==> src/rtl/md_gradient_if.sv <==
// Window stream in, block mode decision out, for the intra mode-decision Sobel stage.
interface md_gradient_if;
   logic        start;
   logic        win_valid;
   logic [23:0] x1;
   logic [15:0] x2;
   logic [23:0] x3;
   logic        busy;
   logic        mode_valid;
   logic [5:0]  mode;
   logic [16:0] sum_ver;
   logic [16:0] sum_hor;
   logic [16:0] sum_d18;
   logic [16:0] sum_d34;

   modport master (
      output start, win_valid, x1, x2, x3,
      input  busy, mode_valid, mode, sum_ver, sum_hor, sum_d18, sum_d34
   );

   modport slave (
      input  start, win_valid, x1, x2, x3,
      output busy, mode_valid, mode, sum_ver, sum_hor, sum_d18, sum_d34
   );
endinterface

==> src/rtl/md_gradient.sv <==
// Sobel gradient per 3x3 window, magnitude-weighted direction histogram per 8x8 block,
// and one coarse HEVC intra mode per block.
module md_gradient #(
   parameter int unsigned NUM_WIN = 36,
   parameter int unsigned MAG_THR = 16,
   parameter int unsigned SUM_THR = 512
) (
   input logic          clk,
   input logic          rstn,
   md_gradient_if.slave bus
);

   localparam int unsigned CntW = $clog2(NUM_WIN + 1);

   localparam logic [1:0] BinVer = 2'd0;
   localparam logic [1:0] BinHor = 2'd1;
   localparam logic [1:0] BinD18 = 2'd2;
   localparam logic [1:0] BinD34 = 2'd3;

   typedef enum logic [1:0] {StIdle, StAcc, StDecide} state_e;

   state_e         state_q;
   logic           busy_q;
   logic           mode_valid_q;
   logic [5:0]     mode_q;
   logic [16:0]    sum_ver_q, sum_hor_q, sum_d18_q, sum_d34_q;
   logic [CntW-1:0] cnt_q;

   // S0: sampled window
   logic           s0_valid;
   logic [7:0]     p00, p01, p02, p10, p12, p20, p21, p22;
   // S1: gradients (two's complement, 11 bits)
   logic           s1_valid;
   logic [10:0]    gx_q, gy_q;
   // S2: magnitude and bin
   logic           s2_valid;
   logic [10:0]    mag_q;
   logic [1:0]     bin_q;

   logic [10:0]    gx_c, gy_c, ax_c, ay_c, mag_c;
   logic [12:0]    ax2_c, ay2_c, ax5_c, ay5_c;
   logic [1:0]     bin_c;
   logic [16:0]    best_c;
   logic [5:0]     mode_c;
   logic           vote;

   always_comb begin
      gx_c = ({3'b0, p02} + {2'b0, p12, 1'b0} + {3'b0, p22})
           - ({3'b0, p00} + {2'b0, p10, 1'b0} + {3'b0, p20});
      gy_c = ({3'b0, p20} + {2'b0, p21, 1'b0} + {3'b0, p22})
           - ({3'b0, p00} + {2'b0, p01, 1'b0} + {3'b0, p02});
   end

   always_comb begin
      ax_c  = gx_q[10] ? (~gx_q + 11'd1) : gx_q;
      ay_c  = gy_q[10] ? (~gy_q + 11'd1) : gy_q;
      mag_c = ax_c + ay_c;
      ax2_c = {1'b0, ax_c, 1'b0};
      ay2_c = {1'b0, ay_c, 1'b0};
      ax5_c = {ax_c, 2'b00} + {2'b00, ax_c};
      ay5_c = {ay_c, 2'b00} + {2'b00, ay_c};
      // Slopes shallower than 2/5 count as axis-aligned, the rest are diagonal.
      if (ay5_c <= ax2_c) begin
         bin_c = BinVer;
      end else if (ax5_c <= ay2_c) begin
         bin_c = BinHor;
      end else if (gx_q[10] == gy_q[10]) begin
         bin_c = BinD34;
      end else begin
         bin_c = BinD18;
      end
   end

   always_ff @(posedge clk or negedge rstn) begin
      if (!rstn) begin
         s0_valid <= 1'b0;
         s1_valid <= 1'b0;
         s2_valid <= 1'b0;
         {p00, p01, p02} <= '0;
         {p10, p12}      <= '0;
         {p20, p21, p22} <= '0;
         gx_q  <= '0;
         gy_q  <= '0;
         mag_q <= '0;
         bin_q <= BinVer;
      end else begin
         s0_valid <= bus.win_valid && (state_q == StAcc) && !bus.start;
         s1_valid <= s0_valid && !bus.start;
         s2_valid <= s1_valid && !bus.start;
         if (bus.win_valid) begin
            {p00, p01, p02} <= bus.x1;
            {p10, p12}      <= bus.x2;
            {p20, p21, p22} <= bus.x3;
         end
         gx_q  <= gx_c;
         gy_q  <= gy_c;
         mag_q <= mag_c;
         bin_q <= bin_c;
      end
   end

   assign vote = (mag_q >= 11'(MAG_THR));

   // Strict > keeps the earlier bin on ties: VER > HOR > D18 > D34.
   always_comb begin
      best_c = sum_ver_q;
      mode_c = 6'd26;
      if (sum_hor_q > best_c) begin
         best_c = sum_hor_q;
         mode_c = 6'd10;
      end
      if (sum_d18_q > best_c) begin
         best_c = sum_d18_q;
         mode_c = 6'd18;
      end
      if (sum_d34_q > best_c) begin
         best_c = sum_d34_q;
         mode_c = 6'd34;
      end
      if (best_c < 17'(SUM_THR)) begin
         mode_c = 6'd1;
      end
   end

   always_ff @(posedge clk or negedge rstn) begin
      if (!rstn) begin
         state_q      <= StIdle;
         busy_q       <= 1'b0;
         mode_valid_q <= 1'b0;
         mode_q       <= '0;
         sum_ver_q    <= '0;
         sum_hor_q    <= '0;
         sum_d18_q    <= '0;
         sum_d34_q    <= '0;
         cnt_q        <= '0;
      end else begin
         mode_valid_q <= 1'b0;
         if (bus.start) begin
            state_q   <= StAcc;
            busy_q    <= 1'b1;
            sum_ver_q <= '0;
            sum_hor_q <= '0;
            sum_d18_q <= '0;
            sum_d34_q <= '0;
            cnt_q     <= '0;
         end else begin
            case (state_q)
               StIdle: ;
               StAcc: begin
                  if (s2_valid) begin
                     if (vote) begin
                        unique case (bin_q)
                           BinVer: sum_ver_q <= sum_ver_q + {6'b0, mag_q};
                           BinHor: sum_hor_q <= sum_hor_q + {6'b0, mag_q};
                           BinD18: sum_d18_q <= sum_d18_q + {6'b0, mag_q};
                           BinD34: sum_d34_q <= sum_d34_q + {6'b0, mag_q};
                        endcase
                     end
                     cnt_q <= cnt_q + 1'b1;
                     if (cnt_q == CntW'(NUM_WIN - 1)) begin
                        state_q <= StDecide;
                     end
                  end
               end
               StDecide: begin
                  mode_q       <= mode_c;
                  mode_valid_q <= 1'b1;
                  busy_q       <= 1'b0;
                  state_q      <= StIdle;
               end
               default: state_q <= StIdle;
            endcase
         end
      end
   end

   assign bus.busy       = busy_q;
   assign bus.mode_valid = mode_valid_q;
   assign bus.mode       = mode_q;
   assign bus.sum_ver    = sum_ver_q;
   assign bus.sum_hor    = sum_hor_q;
   assign bus.sum_d18    = sum_d18_q;
   assign bus.sum_d34    = sum_d34_q;

endmodule

==> src/flat_wrapper.sv <==
// flat-port wrapper written by rule: the top's interface ports become plain ports
module md_gradient_flat 
#(
   parameter int unsigned NUM_WIN = 36,
   parameter int unsigned MAG_THR = 16,
   parameter int unsigned SUM_THR = 512
)
  (clk, rstn, bus_start, bus_win_valid, bus_x1, bus_x2, bus_x3, bus_busy, bus_mode_valid, bus_mode, bus_sum_ver, bus_sum_hor, bus_sum_d18, bus_sum_d34);
  md_gradient_if bus_i ();
  input logic clk;
  input logic rstn;
  input wire logic [$bits(bus_i.start)-1:0] bus_start;
  input wire logic [$bits(bus_i.win_valid)-1:0] bus_win_valid;
  input wire logic [$bits(bus_i.x1)-1:0] bus_x1;
  input wire logic [$bits(bus_i.x2)-1:0] bus_x2;
  input wire logic [$bits(bus_i.x3)-1:0] bus_x3;
  output wire logic [$bits(bus_i.busy)-1:0] bus_busy;
  output wire logic [$bits(bus_i.mode_valid)-1:0] bus_mode_valid;
  output wire logic [$bits(bus_i.mode)-1:0] bus_mode;
  output wire logic [$bits(bus_i.sum_ver)-1:0] bus_sum_ver;
  output wire logic [$bits(bus_i.sum_hor)-1:0] bus_sum_hor;
  output wire logic [$bits(bus_i.sum_d18)-1:0] bus_sum_d18;
  output wire logic [$bits(bus_i.sum_d34)-1:0] bus_sum_d34;
  assign bus_i.start = bus_start;
  assign bus_i.win_valid = bus_win_valid;
  assign bus_i.x1 = bus_x1;
  assign bus_i.x2 = bus_x2;
  assign bus_i.x3 = bus_x3;
  assign bus_busy = bus_i.busy;
  assign bus_mode_valid = bus_i.mode_valid;
  assign bus_mode = bus_i.mode;
  assign bus_sum_ver = bus_i.sum_ver;
  assign bus_sum_hor = bus_i.sum_hor;
  assign bus_sum_d18 = bus_i.sum_d18;
  assign bus_sum_d34 = bus_i.sum_d34;
  md_gradient #(.NUM_WIN(NUM_WIN), .MAG_THR(MAG_THR), .SUM_THR(SUM_THR)) u_core (.clk(clk), .rstn(rstn), .bus(bus_i));
endmodule
==> config.mk <==
export PLATFORM = sky130hd
export DESIGN_NAME = md_gradient_flat
export DESIGN_NICKNAME = d
export VERILOG_FILES = /design/src/rtl/md_gradient_if.sv /design/src/rtl/md_gradient.sv /design/src/flat_wrapper.sv
export SDC_FILE = /design/constraint.sdc
export NUM_CORES = 1
export LEC_CHECK = 0
export BUFFER_PORTS_ARGS = -buffer_cell sky130_fd_sc_hd__buf_2
export CAP_MARGIN = 20
export CORE_MARGIN = 5
export CORE_UTILIZATION = 40
export CTS_CLUSTER_SIZE = 28
export DETAILED_ROUTE_END_ITERATION = 6
export PLACE_DENSITY = 0.56
export SYNTH_ARGS = -nofsm -noshare
export SYNTH_HDL_FRONTEND = slang
export SYNTH_SLANG_ARGS = --single-unit
==> constraint.sdc <==
create_clock -name clk -period 7.32 [get_ports clk]
set_clock_uncertainty 0.2 [all_clocks]
set_input_delay 1.098 -clock clk [delete_from_list [all_inputs] [get_ports clk]]
set_output_delay 1.098 -clock clk [all_outputs]
set_load 0.05 [all_outputs]
After elaboration in Yosys (flattened, before gate mapping)
Index checks and enable logic that the tools add are counted.

$add $sub $neg: 20. Multiply operators: 0. Divide/modulo/power cells: 0. $lt $le $gt $ge: 7. Equal/unequal tests: 10. Shift operators: 0. Multiplexer cells: 43. Bitwise gates (word level): 3. Reduce and logical (&&, ||, !) cells: 22.

Operators by type and width (number): 17-bit two-way mux (23); 17-bit by 11-bit adder with 17-bit output (4); 17-bit greater-than comparator (3); 11-bit by 8-bit adder with 11-bit output (4); 8-bit by 9-bit adder with 10-bit output (4); 6-bit two-way mux (5); 13-bit by 11-bit adder with 13-bit output (2); 13-bit by 12-bit <= comparator with 1-bit output (2); 11-bit by 1-bit adder with 11-bit output (second input constant) (2); 11-bit two-way mux (2); 11-bit NOT (2); 11-bit subtractor (2); 17-bit by 10-bit < comparator with 1-bit output (second input constant) (1); 4-bit AND reduction (4); 2-bit nonzero test (8); 11-bit adder (1); 11-bit by 5-bit greater-or-equal comparator with 1-bit output (second input constant) (1); 2-bit two-way mux (5); 5-bit two-way mux (2); 6-bit by 1-bit adder with 6-bit output (second input constant) (1); 2-bit equality test (second input constant) (3); 6-bit equality test (second input constant) (1); 1-bit two-way mux (5); 2-bit by 1-bit equality test with 1-bit output (second input constant) (2); 11 further kinds (16).

Register bits after elaboration: 186. Latch bits: 0. Memory bits (writable): 0. Memory bits (read-only): 0. Output and inout bits: 76. Word-level logic and storage cells: 129. Memories: 0.

Longest topological paths before layout
Gate-level depths: netlist of run 1.

Depth after elaboration: 8. Mapped depth: 27. Gate-level depth less buffers: 24.

Least setup slack after synthesis of run 1
OpenSTA, ideal clock, no wires.

Kind: reg-to-reg. Start: register u_core.sum_ver_q[11] (netlist: u_core.bus.sum_ver[11]). End: register u_core.mode_q[4] (netlist: u_core.bus.mode[4]). Library setup time: 83 ps. Data arrival time: 6236 ps. Path slack: 801 ps. Stages on the path, launching flop included: 25. Path buffers: 3. Cell sequence: dfrtp_1 -> inv_1 -> ha_1 -> nand4_1 -> a311oi_1 -> o41ai_1 -> a21oi_1 -> clkbuf_1 -> a21oi_1 -> ha_1 -> nand4_1 -> nor4_1 -> a211oi_1 -> a22oi_1 -> buf_2 -> buf_2 -> mux2_2 -> ha_1 -> nand4_1 -> a311o_1 -> a221oi_2 -> nor2_1 -> a221o_1 -> a211o_1 -> o21ai_0.

Cells in the longest elaborated chain, start to end: 8. Elaborated cells on any way between the ends: 11. Those cells by class: 4 x order compare; 7 x mux.

RTL lines: start: declaration (RTL line md_gradient.sv:26) `logic [16:0] sum_ver_q, sum_hor_q, sum_d18_q, sum_d34_q;`; start signal: assignment (RTL line md_gradient.sv:153) `BinVer: sum_ver_q <= sum_ver_q + {6'b0, mag_q};`; 17-bit greater-than comparator (RTL line md_gradient.sv:108) `if (sum_hor_q > best_c) begin`; 17-bit two-way mux (RTL line md_gradient.sv:108); 17-bit greater-than comparator (RTL line md_gradient.sv:112) `if (sum_d18_q > best_c) begin`; 17-bit two-way mux (RTL line md_gradient.sv:112); 17-bit greater-than comparator (RTL line md_gradient.sv:116) `if (sum_d34_q > best_c) begin`; 17-bit two-way mux (RTL line md_gradient.sv:116); 17-bit by 10-bit < comparator with 1-bit output (RTL line md_gradient.sv:120) `if (best_c < 17'(SUM_THR)) begin`; 6-bit two-way mux * (RTL line md_gradient.sv:120); end signal: assignment (RTL line md_gradient.sv:166) `mode_q <= mode_c;`; end: declaration (RTL line md_gradient.sv:25) `logic [5:0] mode_q;`.

Mark *: on every way between the ends. The rest lies on a longest branch, timed or not. A chain may end at the register's enable or synchronous reset.

Worst setup path in the final report of run 1
Start: register u_core.sum_ver_q[8] (netlist: u_core.bus.sum_ver[8]). End: register u_core.mode_q[4] (netlist: u_core.bus.mode[4]).

The elaborated chain is that of the path after synthesis.

==> out/metrics.cfg, run 1 <==
[run_status]
status=completed

[critical_path]
end_kind=register
worstPathArrival_ps=6840
reg2reg_to=u_core.bus.mode[4]$_DFFE_PN0P_
timing.rr.start=u_core.bus.sum_ver[8]$_DFFE_PN0P_
crit_fanout=23
worst-endpoint-required_ps=7500
worstSetupStartpointType=register
crit_path_end=u_core.bus.mode[4]$_DFFE_PN0P_
r2r_slack_ps=650
ff2ff_path_depth=25
worstSetupPathType=register to register
worstSetupStartpoint=u_core.bus.sum_ver[8]$_DFFE_PN0P_

[sta]
drv_slew=0
period_needed_ps=6670
fmax_mhz=150
max_slew_margin_pct=31.3
finalCritPeriodShare_pct=91.1
hold_violations=0
setup_viol=0
final.setup.tns_ps=0
worst_slack_ps=655
tightest_slew_ps=1030
grt_setup_unrepaired=false

[routing]
drc=0
vias=11700
drtIter0Drc=442
antenna_left=0
first_pass_iters=5
postRouteWirelength_um=37600
avgRoutedWirePerCell_um=16.9
avgViaCountPerCell=5.27

[global_route]
grtUsageTotal_pct=18.5
grt_pass1_vias=12200
antenna_found_initial=0
grt_pass1_wl_um=62200
grt_max_degree=72
grt_overflow=0

[layout]
antennaDiodeCount=0
final_common_cell=ha_1
nets=2016
final_cells=2224
layout.area.seq_um2=4630
fillers=3637
drive_gt1_share_pct=16.8
multiInputGateArea_um2=9720
final_util_pct=45.3
layout_common_cells=ha_1 (205), dfrtp_1 (185), inv_1 (143)
area_delta_synth_final_pct=12.7

[logic_synthesis]
synth_seq_area_share_pct=30.8
yosysWarnings=0
synth_ff_type=dfrtp_1
synth_seq_cells=185
syn_nets=1880
syn_inst=1564
synthesis.area_um2=15000
synth_cell_types=71
async_flop_share_pct=100
avgSynthCellArea_um2=9.60
synth_edf_count=0

[worst_hold_path]
hp-class=register to register

[placement]
dp_hpwl_um=30400
dpl.cell_count=2191
dp_slack_ps=486
io_buffers=142
gp_congestion=0.837

[clocking]
clockBufferDepth=2
cts_tree=yes
htreeDepth=4
cts_root_buf=clkbuf_16
numCtsBuffers=17
ctsResizeCount=0
clk_latency_ps=460
cts.clk_slew.worst_paths_ps=70
numClockSinks=185

[die]
initial_core_util_pct=40.2
core-area_um2=37400
rows=71
die_x_um=204
ios=144
die_area_um2=41500
die_h_um=204

[job]
max_cap_viol_count=0

how the worst min path moves through the flow:
| stage | slack (ps) | end | depth (start not counted) | from |
|---|---|---|---|---|
| floorplan | 240 | u_core.s1_valid$_DFF_PN0_ | 1 | u_core.s0_valid$_DFF_PN0_ |
| global placement | 240 | u_core.s2_valid$_DFF_PN0_ | 1 | u_core.s1_valid$_DFF_PN0_ |
| detailed placement | 250 | u_core.s2_valid$_DFF_PN0_ | 1 | u_core.s1_valid$_DFF_PN0_ |
| CTS | 260 | u_core.s2_valid$_DFF_PN0_ | 1 | u_core.s1_valid$_DFF_PN0_ |
| global route | 300 | u_core.s2_valid$_DFF_PN0_ | 1 | u_core.s1_valid$_DFF_PN0_ |
| finish | 260 | u_core.s2_valid$_DFF_PN0_ | 1 | u_core.s1_valid$_DFF_PN0_ |
logic make-up (layout without fill, tap and decap cells):
kind of cell / count (synthesis) / after routing / share of synthesized area, %
muxes: 82 / 82 / 6.14
xor gates and xnor gates: 134 / 134 / 7.81
DFF: 185 / 185 / 30.8
adders and majority gates: 248 / 248 / 22.8
other: 1 / 1 / 0.0250
buffers and inverters: 178 / 327 / 4.54
and+or+nand+nor: 364 / 364 / 11.9
AOI/OAI and AO/OA: 372 / 372 / 15.9
synthesized netlist by cell type, drive strengths merged (29+ instances only):
cell type / count / area (um^2)
a21o: 38 / 285
a21oi: 122 / 611
clkbuf: 29 / 109
dfrtp: 185 / 4630
fa: 43 / 861
ha: 205 / 2560
inv: 143 / 537
mux2: 81 / 912
nand2: 90 / 338
nor2: 102 / 385
o21ai: 73 / 369
o31ai: 30 / 225
xnor2: 89 / 780
xor2: 45 / 394
metal layers:
| metal | track usage [%] | routed length [um] |
|---|---|---|
| met5 | 0 | 0 |
| met4 | 5.16 | 775 |
| met2 | 33.9 | 19400 |
| met1 | 22.5 | 16000 |
| met3 | 3.05 | 1380 |
flip-flops by register name, indices dropped and copies added (netlist names), 2 cells and up:
signal              flops
u_core.p12              8
u_core.bus.sum_d34     17
u_core.p00              8
u_core.gx_q            11
u_core.state_q          2
u_core.p01              8
u_core.bus.sum_ver     17
u_core.p22              8
u_core.p20              8
u_core.p10              8
u_core.bus.sum_hor     17
u_core.p21              8
u_core.gy_q            11
u_core.cnt_q            6
u_core.bin_q            2
u_core.p02              8
u_core.bus.sum_d18     17
u_core.bus.mode         5
u_core.mag_q           11
area by class of cell:
type / instances / area share (%)
timing repair buffer: 152 / 4.69
sequential: 185 / 27.4
inverter: 143 / 3.17
tap: 511 / 3.78
multi-input combinational: 1201 / 57.4
clock inverter: 11 / 0.806
clock buffer: 21 / 2.78
per-stage QoR:
step                      instance area (um^2)  hold slack, ps
after global placement                   16300             242
after detailed placement                 16300             248
final                                    16900             263
after global routing                     16900             304
after floorplan                          15000             239
after CTS                                16900             264
critical path, stage by stage, from the launching register on:
cell and delay [ps]:
dfrtp_1 410, inv_1 80, ha_1 310, a21oi_1 190
nand2_1 80, o41ai_1 530, a21oi_2 130, buf_4 230
nor2_1 110, a21oi_1 70, ha_1 330, nand4_1 180
nor4_1 420, a211oi_1 200, a22oi_1 220, buf_4 300
mux2_2 370, ha_1 280, nor2b_1 130, o2111ai_1 110
a311o_1 300, a221oi_2 460, nor2_1 100, a221o_1 410
a211o_1 280, o21ai_0 130
repair_timing:
action	in CTS	in global routing
endpoints found under the setup margin	0	3
hold buffers	0	0
setup buffers	0	1
Power of run 1 is not shown: default switching activity piles up to over one toggle a cycle in this logic, so the estimate is an artifact.
==> run 2: changes to the inputs <==
==> constraint.sdc (replaced) <==
create_clock -name clk -period 7.32 [get_ports clk]
set_clock_uncertainty 0.2 [all_clocks]
set_input_delay 0.732 -clock clk [delete_from_list [all_inputs] [get_ports clk]]
set_output_delay 0.732 -clock clk [all_outputs]
set_load 0.05 [all_outputs]
==> run 2 against run 1 <==
Effect of this change:
- register-to-register slack improved by 20 ps
- non-clock buffer count stayed put
- count of clock-buffer cells in the layout shrank 3
- die area stayed put
- final area unchanged
- core utilization did not move
- setup slack better by 16 ps
- wire length shrank 0.51%
==> out/metrics.cfg, run 2 (synthesized netlist as in run 1, its figures left out) <==
[run_status]
status=completed

[sta]
period_needed_ps=6650
final.setup.tns_ps=0
max_slew_margin_pct=29.5
worst_slack_ps=671
grt_setup_unrepaired=false
finalCritPeriodShare_pct=90.8
fmax_mhz=150
hold_violations=0
setup_viol=0
drv_slew=0
tightest_slew_ps=1050

[layout]
drive_gt1_share_pct=16.8
layout_common_cells=ha_1 (205), dfrtp_1 (185), inv_1 (143)
final_common_cell=ha_1
nets=2016
antennaDiodeCount=0
area_delta_synth_final_pct=12.7
fillers=3665

[global_route]
grt_max_degree=71
grt_use_met2_pct=33.4
top_usage_layer=met2
grt_pass1_wl_um=61300
grtUsageTotal_pct=18.4
grt_overflow=0
use_met3_pct=3.39
grt_pass1_vias=12000
antenna_found_initial=0
grtUsageMet1_pct=22.4

[die]
core-area_um2=37400
ios=144
initial_core_util_pct=40.2
die_h_um=204
rows=71
die_x_um=204
die_area_um2=41500

[clocking]
clk_latency_ps=460
cts_root_buf=clkbuf_16
clockBufferDepth=2
numCtsBuffers=17
cts_tree=yes
htreeDepth=4
numClockSinks=185
cts.clk_slew.worst_paths_ps=70

[routing]
avgViaCountPerCell=5.28
antenna_left=0
avgRoutedWirePerCell_um=16.8
first_pass_iters=5
drtIter0Drc=428
drc=0
postRouteWirelength_um=37400
vias=11700

[critical_path]
timing.rr.start=u_core.bus.sum_ver[12]$_DFFE_PN0P_
ff2ff_path_depth=24
reg2reg_to=u_core.bus.mode[3]$_DFFE_PN0P_
worstSetupStartpoint=u_core.bus.sum_ver[12]$_DFFE_PN0P_
worstSetupStartpointType=register
worstSetupPathType=register to register
worst-endpoint-required_ps=7500
worstPathArrival_ps=6830
crit_fanout=23
end_kind=register
r2r_slack_ps=670
crit_path_end=u_core.bus.mode[3]$_DFFE_PN0P_

[placement]
dp_slack_ps=477
dp_hpwl_um=30500
io_buffers=142
gp_congestion=0.841

[worst_hold_path]
hp-class=input port to asynchronous set/reset pin

[job]
max_cap_viol_count=0

run 2: cell types whose count changed in the layout (fill, tap and decap cells not counted), sizes merged:
cell,previous run,this run
clkinv,4,2
clkbuf,22,19
inv,146,151
run 2: worst max-delay path, cell delays in order (launching register included):
cell      delay [ps]
dfrtp_1          420
inv_1            150
ha_1             280
a21oi_1          140
o21ai_0          130
a221oi_1         570
a21oi_2          130
buf_4            230
nor2_1           100
a21oi_1           70
ha_1             310
nand4_1          170
nor4_1           420
a211oi_1         190
a22oi_1          220
buf_4            300
mux2_2           370
ha_1             310
nand4_1          170
a311o_1          330
a221oi_2         410
nor2_1           100
a221o_1          410
a211o_1          280
o21ai_0          140
run 2: repair_timing:
| item | CTS | global route |
|---|---|---|
| setup buffers | 0 | 1 |
| setup endpoints to repair | 0 | 2 |
| hold buffers | 0 | 0 |
| resized for setup | 0 | 0 |
run 2: how the worst min path moves through the flow:
stage                                                   end                      start  slack, ps  cells past startpoint
final                     u_core.bus.sum_ver[1]$_DFFE_PN0P_                       rstn         30                      1
after global routing      u_core.bus.sum_ver[0]$_DFFE_PN0P_                       rstn         60                      1
after CTS                 u_core.bus.sum_ver[2]$_DFFE_PN0P_                       rstn         40                      1
after detailed placement          u_core.s2_valid$_DFF_PN0_  u_core.s1_valid$_DFF_PN0_        260                      1
after global placement            u_core.s2_valid$_DFF_PN0_  u_core.s1_valid$_DFF_PN0_        250                      1
after floorplan                   u_core.bin_q[0]$_DFF_PN0_                       rstn        240                      0
run 2: final cells by class:
| cell class | count | area [um^2] | area share (%) |
|---|---|---|---|
| inverters | 143 | 537 | 3.17 |
| repair buffers | 152 | 795 | 4.69 |
| flip-flops and latches | 185 | 4630 | 27.4 |
| clock buffers | 18 | 429 | 2.54 |
| clock inverters | 14 | 178 | 1.05 |
| multi-input cells | 1201 | 9720 | 57.4 |
| well taps | 511 | 639 | 3.78 |
run 2: per-layer routing:
metal,vias to the layer above,part of all wire (%)
li1,5838,-
met1,5686,43
met2,172,51
met3,38,3.6
met4,0,2.1
met5,-,0
run 2: stage by stage:
| stage | cell area (um^2) | hold WS (ps) | std cells | util, % |
|---|---|---|---|---|
| final | 16900 | 34.2 | 2224 | 45.3 |
| after global routing | 16900 | 60.2 | 2224 | 45.3 |
| after CTS | 16900 | 43.8 | 2223 | 45.2 |
| after detailed placement | 16300 | 255 | 2191 | 43.6 |
| after global placement | 16300 | 248 | 2191 | 43.6 |
| after floorplan | 15000 | 236 | 1564 | - |
Power of run 2 is left out for the same reason.
==> run 3: changes to the inputs <==
==> constraint.sdc (replaced) <==
create_clock -name clk -period 7.8 [get_ports clk]
set_clock_uncertainty 0.2 [all_clocks]
set_input_delay 0.78 -clock clk [delete_from_list [all_inputs] [get_ports clk]]
set_output_delay 0.78 -clock clk [all_outputs]
set_load 0.05 [all_outputs]
==> run 3 against run 2 <==
Effect of this change:
- via count decreased by 0.92%
- highest routed layer unchanged
- count of clock-buffer cells in the layout unchanged
- largest cell class unchanged
- hold slack better by 68 ps
- critical path depth unchanged
- setup slack improved by 310 ps
==> out/metrics.cfg, run 3 (synthesized netlist as in run 1, its figures left out) <==
[run_status]
status=completed

[sta]
hold_violations=0
period_needed_ps=6820
setup_viol=0
final.setup.tns_ps=0
fmax_mhz=147
finalCritPeriodShare_pct=87.4
tightest_slew_ps=889
drv_slew=0
max_slew_margin_pct=40.7
grt_setup_unrepaired=false

[routing]
drc=0
avgViaCountPerCell=5.23
wl_met2_um=19500
vias=11600
met1_length_um=16300
first_pass_iters=5
antenna_left=0
top_layer_used=met4
avgRoutedWirePerCell_um=16.9
postRouteWirelength_um=37600
drtIter0Drc=470
wl_met3_um=1320

[critical_path]
reg2reg_to=u_core.bus.mode[3]$_DFFE_PN0P_
worstSetupStartpoint=u_core.bus.sum_ver[11]$_DFFE_PN0P_
crit_fanout=23
ff2ff_path_depth=24
timing.rr.start=u_core.bus.sum_ver[11]$_DFFE_PN0P_
worstPathArrival_ps=6990
crit_path_end=u_core.bus.mode[3]$_DFFE_PN0P_
end_kind=register
r2r_slack_ps=980
worstSetupStartpointType=register
worst-endpoint-required_ps=7970
worstSetupPathType=register to register

[layout]
area_delta_synth_final_pct=12.4
nets=2016
antennaDiodeCount=0
final_common_cell=ha_1
layout_common_cells=ha_1 (205), dfrtp_1 (185), inv_1 (143)
drive_gt1_share_pct=16.9

[die]
die_h_um=204
initial_core_util_pct=40.2
die_x_um=204
ios=144
rows=71
core-area_um2=37400
die_area_um2=41500

[global_route]
grt_pass1_vias=11800
grtUsageTotal_pct=18.4
grt_overflow=0
antenna_found_initial=0
grt_pass1_wl_um=61300
grt_max_degree=71

[job]
max_cap_viol_count=0

[clocking]
cts_root_buf=clkbuf_16
htreeDepth=4
cts_setup_buffers=0
ctsResizeCount=0
cts.clk_slew.worst_paths_ps=80
hold_buffers=0
cts_tree=yes
clockBufferDepth=2
numCtsBuffers=17
numClockSinks=185
clk_latency_ps=460

[worst_hold_path]
hp-class=input port to asynchronous set/reset pin

[placement]
dp_hpwl_um=30400
gp_congestion=0.842
io_buffers=142

run 3: changes by cell type in the layout (fill, tap and decap cells not counted), sizes merged:
cell | previous run | this run
bufinv | 2 | 0
clkinv | 2 | 4
clkinvlp | 2 | 0
inv | 151 | 153
run 3: area by class of cell:
class,instances,area (um^2)
fillers,3648,20500
clock inverters,14,121
inverters,143,537
well taps,511,639
clock buffers,18,439
flip-flops and latches,185,4630
repair buffers,152,802
multi-input cells,1201,9720
run 3: worst min path at each step:
stage          cells after the start                                 to  slack, ps                 startpoint
2_1_floorplan                      1          u_core.s1_valid$_DFF_PN0_        240  u_core.s0_valid$_DFF_PN0_
3_3_place_gp                       1          u_core.s2_valid$_DFF_PN0_        240  u_core.s1_valid$_DFF_PN0_
3_5_place_dp                       1          u_core.s1_valid$_DFF_PN0_        250  u_core.s0_valid$_DFF_PN0_
4_1_cts                            1  u_core.bus.sum_ver[8]$_DFFE_PN0P_        120                       rstn
5_1_grt                            1  u_core.bus.sum_ver[3]$_DFFE_PN0P_        140                       rstn
6_report                           1  u_core.bus.sum_ver[3]$_DFFE_PN0P_        100                       rstn
run 3: metrics by stage:
stage               hold WS (ps)  utilization, %  std cells  instance area, um^2  setup slack [ps]
global placement             243            43.6       2191                16300              1260
floorplan                    239               -       1564                15000              1280
finish                       102            45.2       2224                16900               982
global route                 144            45.2       2224                16900               477
detailed placement           254            43.6       2191                16300               998
CTS                          119            45.1       2223                16900               952
run 3: critical path, stage by stage (launching register included):
cell	delay (ps)
dfrtp_1	450
inv_1	120
ha_1	310
nand4_1	130
a311oi_1	280
o41ai_1	170
a21oi_2	440
buf_4	340
a21oi_1	140
ha_1	320
nand4_1	180
nor4_1	400
a211oi_1	170
a22oi_1	210
buf_4	300
mux2_2	370
ha_1	280
nor2b_1	120
o2111ai_1	110
a311o_1	300
a221oi_2	420
nor2_1	110
a221o_1	420
a211o_1	280
o21ai_0	140
run 3: metal layers:
metal	GRT usage, %	vias to the layer above
li1	-	5834
met1	22.6	5584
met2	33.6	172
met3	2.94	36
met4	4.77	0
met5	0	-
Power of run 3 is left out for the same reason.
